**src/rtl/aq_apb_pkg.sv**
```systemverilog
// Shared definitions for the APB master bridge: FSM state encoding and
// fixed APB data/strobe widths.

package aq_apb_pkg;

   localparam int APB_DATA_W = 32;
   localparam int APB_STRB_W = APB_DATA_W / 8;

   typedef enum logic [2:0] {
      IDLE   = 3'd0,
      WAIT   = 3'd1,
      SETUP  = 3'd2,
      ACCESS = 3'd3,
      RESP   = 3'd4
   } apb_state_e;

endpackage

```
**src/rtl/aq_apb_mst_bridge_if.sv**
```systemverilog
// CPU request/response handshake and APB4 bus seen by the APB master bridge.
// The master modport is the bridge's view, slave is the surrounding system.

interface aq_apb_mst_bridge_if #(
   parameter int ADDR_W = 32
) ();
   import aq_apb_pkg::*;

   logic                  req_vld;
   logic                  req_rdy;
   logic                  req_write;
   logic [ADDR_W-1:0]     req_addr;
   logic [APB_DATA_W-1:0] req_wdata;
   logic [APB_STRB_W-1:0] req_strb;

   logic                  rsp_vld;
   logic                  rsp_rdy;
   logic [APB_DATA_W-1:0] rsp_rdata;
   logic                  rsp_err;

   logic                  psel;
   logic                  penable;
   logic                  pwrite;
   logic [ADDR_W-1:0]     paddr;
   logic [APB_DATA_W-1:0] pwdata;
   logic [APB_STRB_W-1:0] pstrb;
   logic [APB_DATA_W-1:0] prdata;
   logic                  pready;
   logic                  pslverr;

   modport master (
      input  req_vld, req_write, req_addr, req_wdata, req_strb,
      output req_rdy,
      output rsp_vld, rsp_rdata, rsp_err,
      input  rsp_rdy,
      output psel, penable, pwrite, paddr, pwdata, pstrb,
      input  prdata, pready, pslverr
   );

   modport slave (
      output req_vld, req_write, req_addr, req_wdata, req_strb,
      input  req_rdy,
      input  rsp_vld, rsp_rdata, rsp_err,
      output rsp_rdy,
      input  psel, penable, pwrite, paddr, pwdata, pstrb,
      output prdata, pready, pslverr
   );

endinterface

```
**src/rtl/aq_apb_mst_bridge.sv**
```systemverilog
// APB4 master bridge: one outstanding CPU request turned into an APB transfer,
// phases advanced only on apb_clk_en strobes, with a slave-hang timeout.
//
// state  | meaning
// IDLE   | ready for a CPU request (req_rdy=1)
// WAIT   | request latched, psel raised on the next strobe
// SETUP  | APB setup phase, penable raised on the next strobe
// ACCESS | APB access phase, waiting for pready or timeout
// RESP   | response held until rsp_rdy

module aq_apb_mst_bridge
   import aq_apb_pkg::*;
#(
   parameter int ADDR_W  = 32,
   parameter int TIMEOUT = 256
) (
   input  logic                forever_cpuclk,
   input  logic                cpurst_b,
   input  logic                apb_clk_en,
   aq_apb_mst_bridge_if.master bus
);

   localparam int               CNT_W    = (TIMEOUT > 0) ? $clog2(TIMEOUT + 1) : 1;
   localparam logic [CNT_W-1:0] CNT_LAST = CNT_W'((TIMEOUT > 0) ? TIMEOUT - 1 : 0);
   localparam logic [CNT_W-1:0] CNT_MAX  = '1;

   apb_state_e            state_q, state_d;

   logic                  lat_write_q, lat_write_d;
   logic [ADDR_W-1:0]     lat_addr_q, lat_addr_d;
   logic [APB_DATA_W-1:0] lat_wdata_q, lat_wdata_d;
   logic [APB_STRB_W-1:0] lat_strb_q, lat_strb_d;

   logic                  psel_q, psel_d;
   logic                  penable_q, penable_d;
   logic                  pwrite_q, pwrite_d;
   logic [ADDR_W-1:0]     paddr_q, paddr_d;
   logic [APB_DATA_W-1:0] pwdata_q, pwdata_d;
   logic [APB_STRB_W-1:0] pstrb_q, pstrb_d;

   logic [APB_DATA_W-1:0] rsp_rdata_q, rsp_rdata_d;
   logic                  rsp_err_q, rsp_err_d;

   logic [CNT_W-1:0]      cnt_q, cnt_d;
   logic                  tout_hit;

   assign tout_hit = (TIMEOUT != 0) && (cnt_q == CNT_LAST);

   always_ff @(posedge forever_cpuclk) begin
      if (!cpurst_b) begin
         state_q     <= IDLE;
         lat_write_q <= 1'b0;
         lat_addr_q  <= '0;
         lat_wdata_q <= '0;
         lat_strb_q  <= '0;
         psel_q      <= 1'b0;
         penable_q   <= 1'b0;
         pwrite_q    <= 1'b0;
         paddr_q     <= '0;
         pwdata_q    <= '0;
         pstrb_q     <= '0;
         rsp_rdata_q <= '0;
         rsp_err_q   <= 1'b0;
         cnt_q       <= '0;
      end else begin
         state_q     <= state_d;
         lat_write_q <= lat_write_d;
         lat_addr_q  <= lat_addr_d;
         lat_wdata_q <= lat_wdata_d;
         lat_strb_q  <= lat_strb_d;
         psel_q      <= psel_d;
         penable_q   <= penable_d;
         pwrite_q    <= pwrite_d;
         paddr_q     <= paddr_d;
         pwdata_q    <= pwdata_d;
         pstrb_q     <= pstrb_d;
         rsp_rdata_q <= rsp_rdata_d;
         rsp_err_q   <= rsp_err_d;
         cnt_q       <= cnt_d;
      end
   end

   always_comb begin
      state_d     = state_q;
      lat_write_d = lat_write_q;
      lat_addr_d  = lat_addr_q;
      lat_wdata_d = lat_wdata_q;
      lat_strb_d  = lat_strb_q;
      psel_d      = psel_q;
      penable_d   = penable_q;
      pwrite_d    = pwrite_q;
      paddr_d     = paddr_q;
      pwdata_d    = pwdata_q;
      pstrb_d     = pstrb_q;
      rsp_rdata_d = rsp_rdata_q;
      rsp_err_d   = rsp_err_q;
      cnt_d       = cnt_q;

      case (state_q)
         IDLE: begin
            if (bus.req_vld) begin
               lat_write_d = bus.req_write;
               lat_addr_d  = bus.req_addr;
               lat_wdata_d = bus.req_wdata;
               lat_strb_d  = bus.req_write ? bus.req_strb : '0;
               state_d     = WAIT;
            end
         end
         WAIT: begin
            if (apb_clk_en) begin
               psel_d    = 1'b1;
               penable_d = 1'b0;
               pwrite_d  = lat_write_q;
               paddr_d   = lat_addr_q;
               pwdata_d  = lat_wdata_q;
               pstrb_d   = lat_strb_q;
               state_d   = SETUP;
            end
         end
         SETUP: begin
            if (apb_clk_en) begin
               penable_d = 1'b1;
               state_d   = ACCESS;
            end
         end
         ACCESS: begin
            if (apb_clk_en) begin
               if (bus.pready || tout_hit) begin
                  // A hung slave reports an error with no data.
                  rsp_rdata_d = (bus.pready && !pwrite_q) ? bus.prdata : '0;
                  rsp_err_d   = bus.pready ? bus.pslverr : 1'b1;
                  psel_d      = 1'b0;
                  penable_d   = 1'b0;
                  cnt_d       = '0;
                  state_d     = RESP;
               end else if (cnt_q != CNT_MAX) begin
                  cnt_d = cnt_q + 1'b1;
               end
            end
         end
         RESP: begin
            if (bus.rsp_rdy) begin
               state_d = IDLE;
            end
         end
         default: begin
            state_d = IDLE;
         end
      endcase
   end

   assign bus.req_rdy   = (state_q == IDLE);
   assign bus.rsp_vld   = (state_q == RESP);
   assign bus.rsp_rdata = rsp_rdata_q;
   assign bus.rsp_err   = rsp_err_q;
   assign bus.psel      = psel_q;
   assign bus.penable   = penable_q;
   assign bus.pwrite    = pwrite_q;
   assign bus.paddr     = paddr_q;
   assign bus.pwdata    = pwdata_q;
   assign bus.pstrb     = pstrb_q;

endmodule

```
**src/flat_wrapper.sv**
```systemverilog
// flat-port wrapper written by rule: the top's interface ports become plain ports
module aq_apb_mst_bridge_flat import aq_apb_pkg::*;
#(
   parameter int ADDR_W  = 32,
   parameter int TIMEOUT = 256
)
  (forever_cpuclk, cpurst_b, apb_clk_en, bus_req_vld, bus_req_write, bus_req_addr, bus_req_wdata, bus_req_strb, bus_req_rdy, bus_rsp_vld, bus_rsp_rdata, bus_rsp_err, bus_rsp_rdy, bus_psel, bus_penable, bus_pwrite, bus_paddr, bus_pwdata, bus_pstrb, bus_prdata, bus_pready, bus_pslverr);
  aq_apb_mst_bridge_if #(.ADDR_W(ADDR_W)) bus_i ();
  input  logic forever_cpuclk;
  input  logic cpurst_b;
  input  logic apb_clk_en;
  input wire logic [$bits(bus_i.req_vld)-1:0] bus_req_vld;
  input wire logic [$bits(bus_i.req_write)-1:0] bus_req_write;
  input wire logic [$bits(bus_i.req_addr)-1:0] bus_req_addr;
  input wire logic [$bits(bus_i.req_wdata)-1:0] bus_req_wdata;
  input wire logic [$bits(bus_i.req_strb)-1:0] bus_req_strb;
  output wire logic [$bits(bus_i.req_rdy)-1:0] bus_req_rdy;
  output wire logic [$bits(bus_i.rsp_vld)-1:0] bus_rsp_vld;
  output wire logic [$bits(bus_i.rsp_rdata)-1:0] bus_rsp_rdata;
  output wire logic [$bits(bus_i.rsp_err)-1:0] bus_rsp_err;
  input wire logic [$bits(bus_i.rsp_rdy)-1:0] bus_rsp_rdy;
  output wire logic [$bits(bus_i.psel)-1:0] bus_psel;
  output wire logic [$bits(bus_i.penable)-1:0] bus_penable;
  output wire logic [$bits(bus_i.pwrite)-1:0] bus_pwrite;
  output wire logic [$bits(bus_i.paddr)-1:0] bus_paddr;
  output wire logic [$bits(bus_i.pwdata)-1:0] bus_pwdata;
  output wire logic [$bits(bus_i.pstrb)-1:0] bus_pstrb;
  input wire logic [$bits(bus_i.prdata)-1:0] bus_prdata;
  input wire logic [$bits(bus_i.pready)-1:0] bus_pready;
  input wire logic [$bits(bus_i.pslverr)-1:0] bus_pslverr;
  assign bus_i.req_vld = bus_req_vld;
  assign bus_i.req_write = bus_req_write;
  assign bus_i.req_addr = bus_req_addr;
  assign bus_i.req_wdata = bus_req_wdata;
  assign bus_i.req_strb = bus_req_strb;
  assign bus_req_rdy = bus_i.req_rdy;
  assign bus_rsp_vld = bus_i.rsp_vld;
  assign bus_rsp_rdata = bus_i.rsp_rdata;
  assign bus_rsp_err = bus_i.rsp_err;
  assign bus_i.rsp_rdy = bus_rsp_rdy;
  assign bus_psel = bus_i.psel;
  assign bus_penable = bus_i.penable;
  assign bus_pwrite = bus_i.pwrite;
  assign bus_paddr = bus_i.paddr;
  assign bus_pwdata = bus_i.pwdata;
  assign bus_pstrb = bus_i.pstrb;
  assign bus_i.prdata = bus_prdata;
  assign bus_i.pready = bus_pready;
  assign bus_i.pslverr = bus_pslverr;
  aq_apb_mst_bridge #(.ADDR_W(ADDR_W), .TIMEOUT(TIMEOUT)) u_core (.forever_cpuclk(forever_cpuclk), .cpurst_b(cpurst_b), .apb_clk_en(apb_clk_en), .bus(bus_i));
endmodule
```
**config.mk**
```make
export PLATFORM = sky130hd
export DESIGN_NAME = aq_apb_mst_bridge_flat
export DESIGN_NICKNAME = d
export VERILOG_FILES = /design/src/rtl/aq_apb_pkg.sv /design/src/rtl/aq_apb_mst_bridge_if.sv /design/src/rtl/aq_apb_mst_bridge.sv /design/src/flat_wrapper.sv
export SDC_FILE = /design/constraint.sdc
export NUM_CORES = 1
export LEC_CHECK = 0
export CAP_MARGIN = 30
export CORE_ASPECT_RATIO = 1.5
export CORE_UTILIZATION = 43
export CTS_CLUSTER_SIZE = 10
export DETAILED_ROUTE_END_ITERATION = 12
export PLACE_DENSITY_LB_ADDON = 0.05
export SETUP_SLACK_MARGIN = 0.2
export SLEW_MARGIN = 0
export SYNTH_ARGS = -nofsm -noshare
export SYNTH_HDL_FRONTEND = slang
export SYNTH_SLANG_ARGS = --single-unit
```
**constraint.sdc**
```tcl
create_clock -name forever_cpuclk -period 2.25 [get_ports forever_cpuclk]
set_clock_uncertainty 0.15 [all_clocks]
set_input_delay 0.225 -clock forever_cpuclk [delete_from_list [all_inputs] [get_ports forever_cpuclk]]
set_output_delay 0.225 -clock forever_cpuclk [all_outputs]
set_load 0.005 [all_outputs]
```
# [Word level (Yosys, flattened, before mapping)]
# Cells that the tools add are included.
[word_totals] input_bits=108 reg_bits=185 elab_cells=59 out_inout_bits=106
[classes] muxes=18 eq_ne=12 reduce_logical=14 add_sub_neg=1
[ops] operator="$mux 32" count=1
[ops] operator="$mux 3" count=6
[ops] operator="$mux 9" count=2
[ops] operator="$pmux 3 s5" count=1
[ops] operator="$add 9x1->9 const B" count=1
[ops] operator="$eq 9x8->1 const B" count=1
[ops] operator="$ne 9x9->1 const B" count=1
[ops] operator="$ne 2x2->1 const B" count=4
[ops] operator="$eq 3x2->1 const B" count=2
[ops] operator="$reduce_and 3->1" count=2
[ops] operator="$reduce_and 6->1" count=1
[ops] operator="$mux 1" count=5
[ops] operator="$reduce_and 5->1" count=1
[ops] operator="$mux 4" count=1
[ops] operator="$ne 2x1->1 const B" count=2
[ops] operator="$reduce_and 2->1" count=2
[ops] operator="$reduce_and 4->1" count=1
[ops] operator="$reduce_bool 2->1" count=2
[ops] operator="$eq 3x1->1 const B" count=1
[ops] operator="$eq 3x3->1 const B" count=1
[ops] operator="$logic_not 3->1" count=1
[ops] operator="$pmux 1 s3" count=1
[ops] operator="$reduce_bool 3->1" count=1
[ops] operator="$pmux 1 s2" count=1
[ops] operator="3 further kinds" count=3

# [Logic depth before layout (Yosys ltp)]
# Gate-level depths: netlist of the first run.
[logic_depth] word_depth=5 ltp_mapped=9 mapped_depth_nobuf=7

# [Worst setup path before layout of the first run]
# OpenSTA, ideal clock, no wires.
[synth_timing] path_type="register to register" from="register u_core.cnt_q[0]" to="register u_core.rsp_rdata_q[10], in the netlist u_core.bus.rsp_rdata[10]" path_slack_ns=0.159 n_path_buf=2 t_arrival_ns=1.869 stages_incl_launch_ff=10 setup_time_ns=0.072 cell_sequence="dfxtp_1 -> ha_1 -> nand3_1 -> nor2_1 -> ha_1 -> or2_2 -> nand2b_1 -> buf_2 -> buf_2 -> mux2i_1"
[synth_between] elab_chain_cells=3
[synth_rtl] item="start, declared" line_no="aq_apb_mst_bridge.sv:44" rtl="logic [CNT_W-1:0] cnt_q, cnt_d;"
[synth_rtl] item="start signal, assigned" line_no="aq_apb_mst_bridge.sv:79" rtl="cnt_q <= cnt_d;"
[synth_rtl] item="$eq 9x8->1" line_no="aq_apb_mst_bridge.sv:47" rtl="assign tout_hit = (TIMEOUT != 0) && (cnt_q == CNT_LAST);"
[synth_rtl] item="$logic_or 1x1->1" line_no="aq_apb_mst_bridge.sv:128" rtl="if (bus.pready || tout_hit) begin"
[synth_rtl] item="$reduce_and 3->1 (no line)"
[synth_rtl] item="end signal, assigned" line_no="aq_apb_mst_bridge.sv:77" rtl="rsp_rdata_q <= rsp_rdata_d;"
[synth_rtl] item="end, declared" line_no="aq_apb_mst_bridge.sv:41" rtl="logic [APB_DATA_W-1:0] rsp_rdata_q, rsp_rdata_d;"
# Every way passes these cells.
# A chain may end at the register's enable or synchronous reset.

# [Worst setup path in the final report of the first run]
[layout_timing] from="register u_core.state_q[2]" to="output port bus_rsp_vld"
[layout_between] elab_chain_cells=1
[layout_rtl] item="start, declared" line_no="aq_apb_mst_bridge.sv:27" rtl="apb_state_e state_q, state_d;"
[layout_rtl] item="start signal, assigned" line_no="aq_apb_mst_bridge.sv:66" rtl="state_q <= state_d;"
[layout_rtl] item="$eq 3x3->1" line_no="aq_apb_mst_bridge.sv:153" rtl="assign bus.rsp_vld = (state_q == RESP);"
[layout_rtl] item="end, declared" line_no="flat_wrapper.sv:18" rtl="output wire logic [$bits(bus_i.rsp_vld)-1:0] bus_rsp_vld;"
# Every way passes these cells.

==> out/qor.yml, run 1 <==
start_kind: "flip-flop"
synth_top_area_share: 0.516
rsz0062_at_grt: "true"
avgSynthCellArea_sq_um: 8.60
vias_per_cell: 4.81
design_area_sq_um: 10200
setup_violations: 0
initial_core_util: 0.441
synth_cell_types: 36
ys.flop_type: "dfxtp_1"
ys_seq_elements: 185
cts_root_buf: "clkbuf_16"
place_hpwl_mm: 11.0
outcome: "finished, final reports clean"
cp_cell_sequence: "nor3b_2 -> clkdlybuf4s50_1"
internal_power_w: 0.00522
path_max_fanout: 10
yosys_warnings: 0
first_global_vias: 5873
maxSlewHeadroom: 0.765
gp_congestion: 0.750
final_core_util: 0.625
io_pins: 214
ir_drop_uv: 398
htree_levels: 4
pwr-share-comb: 0.102
vias: 5986
chipHeight_microns: 160
maxSlewViolCount: 0
grt_max_degree: 92
end_kind: "output pin"
cp_top_family: "buffers and inverters"
synth_top_cell_by_area: "dfxtp_1"
grt_overflow: 0
swShare: 0.253
critPathSlowestCell: "clkdlybuf4s50_1"
ctsLongestPathBuffers: 2
finalHoldViolCount: 0
numPortBuffers: 213
switchingPower_w: 0.00177
max_freq_mhz: 499
ant_nets: 0
postSynthCellCount: 835
grt.total_usage: 0.206
dieArea_sq_um: 17200
drive_gt1_frac: 0.0732
worstMarginPinSlew_ps: 352
power_density_nw_per_um2: 688
clk_pin_slew_ps: 70
placed_area_sq_um: 9510
drt-initial-drc-count: 234
worstSkewPairLatency_ps: 420
ys_top_cells_by_count: "nand2_1 (338), dfxtp_1 (185), a21boi_0 (115), clkbuf_1 (37), mux2i_1 (32)"
hold_class: "input port to flip-flop"
seqPwrFrac: 0.494
yosysMostFrequentCell: "nand2_1"
avgRoutedWirePerCell_microns: 13.9
diodes: 0
fin_cells: 1244
crit_type: "flip-flop to output pin"
maxCapViolations: 0
period_minus_slack_ps: 2000
critPathMaxStageDelay_ps: 550
netlist_area_sq_um: 7180
synthArstFlopShare: 0
p_clk_frac: 0.404
fin_nets: 1136
rows: 57
coreArea_sq_um: 16300
cts_buffers: 17
synth_nets: 946
ys_seq_area_frac: 0.516
worstPathArrival_ps: 1630
power_leakage_nw: 3.75
drt_pass1_iterations: 4
grt_pass1_wl_mm: 28.2
dp.cells: 1207
fin_setup_tns_ps: 0
cp_num_buf_inv: 1
wirelength_mm: 17.3
fill_cells: 1437
drc_errors: 0
synth_edf_count: 0
antenna_found_initial: 0
cts_tree: "yes"
die_w_microns: 107
area_growth_pct: 41.7
cts_sinks: 185
synth.area.top_cells: "dfxtp_1 (52%), nand2_1 (18%), a21boi_0 (12%)"
crit_required_ps: 1880
fin_crit_sh: 0.891
path summary, 6_finish.rpt:
path	start	endpoint	slack, ps	depth (start not counted)
worst max-delay path	u_core.state_q[2]	bus_rsp_vld	250	2
worst min-delay path	cpurst_b	u_core.lat_wdata_q[29]	70	2
worst max register to register	u_core.cnt_q[0]	u_core.cnt_q[5]	280	8
worst min register to register	u_core.lat_addr_q[26]	u_core.bus.paddr[26]	290	2
cell families after synthesis:
group | count (synthesis) | synth area share
fa+ha+maj | 3 | 0.00523
simple gates | 380 | 0.221
mux | 32 | 0.0446
compound gates | 167 | 0.168
flops | 185 | 0.516
buf+inv | 68 | 0.0446
layout by cell type (no fill, tap or decap), types with 4 or more instances in the layout:
| master | instances |
|---|---|
| clkbuf_16 | 18 |
| a21boi_1 | 28 |
| buf_12 | 8 |
| a21boi_0 | 115 |
| clkdlybuf4s50_1 | 212 |
| nand3_1 | 6 |
| clkinv_4 | 4 |
| nand2_1 | 338 |
| o21ai_0 | 9 |
| or4_1 | 5 |
| a21oi_1 | 8 |
| buf_4 | 15 |
| mux2i_1 | 32 |
| dfxtp_1 | 181 |
| nand2b_1 | 4 |
state kept, by name (all words and copies together), names as in the netlist:
register / flops
u_core.cnt_q: 9
u_core.bus.psel: 1
u_core.bus.rsp_err: 1
u_core.lat_addr_q: 32
u_core.bus.pstrb: 4
u_core.lat_strb_q: 4
u_core.bus.pwrite: 1
u_core.state_q: 3
u_core.bus.paddr: 32
u_core.bus.penable: 1
u_core.lat_wdata_q: 32
u_core.lat_write_q: 1
u_core.bus.rsp_rdata: 32
u_core.bus.pwdata: 32
area by class of cell:
class                           count  area, sq um  area share
Clock buffer                       17          425      0.0418
Clock inverter                     15          136      0.0134
Inverter                            3         11.3     0.00111
Multi-Input combinational cell    582         3210       0.315
Sequential cell                   185         3710       0.365
Tap cell                          206          258      0.0253
Timing Repair Buffer              236         2420       0.238
through the flow:
stage	setup WS, ps	total power, W	hold WS, ps
2_1_floorplan	159	0.00387	210
3_3_place_gp	187	0.00424	287
3_5_place_dp	154	0.00425	292
4_1_cts	173	0.00708	46.1
5_1_grt	195	0.00730	63.7
6_report	245	0.00699	67.2
power groups by stage:
stage          sequential [W]  combinational, W  clock [W]
3_3_place_gp          0.00352          0.000720          0
3_5_place_dp          0.00353          0.000723          0
2_1_floorplan         0.00351          0.000361          0
4_1_cts               0.00345          0.000727    0.00290
6_report              0.00345          0.000713    0.00283
5_1_grt               0.00346          0.000792    0.00304
metal layers:
metal | share of wire | global-route usage | wire, microns | up-vias
met5 | 0 | 0 | 0 | -
met4 | 0.011 | 0.0598 | 190 | 0
met3 | 0.076 | 0.0731 | 1320 | 18
met2 | 0.47 | 0.349 | 8210 | 156
met1 | 0.44 | 0.242 | 7630 | 2712
li1 | - | - | - | 3100
timing repair:
action | 4_1_cts | 5_1_grt
gates cloned | 0 | 1
setup buffers | 0 | 4
gates resized for setup | 4 | 11
pin swaps | 0 | 3
hold buffers | 0 | 0
setup endpoints to repair | 6 | 21
Power figures use the tool's default switching activity.
==> run 2: changes to the inputs <==
--- a/config.mk
+++ b/config.mk
@@ -5,7 +5,6 @@
 export SDC_FILE = /design/constraint.sdc
 export NUM_CORES = 1
 export LEC_CHECK = 0
-export CAP_MARGIN = 30
 export CORE_ASPECT_RATIO = 1.5
 export CORE_UTILIZATION = 43
 export CTS_CLUSTER_SIZE = 10
==> results of run 2 <==
The final DEF is identical to that of run 1; final timing and power are the same.
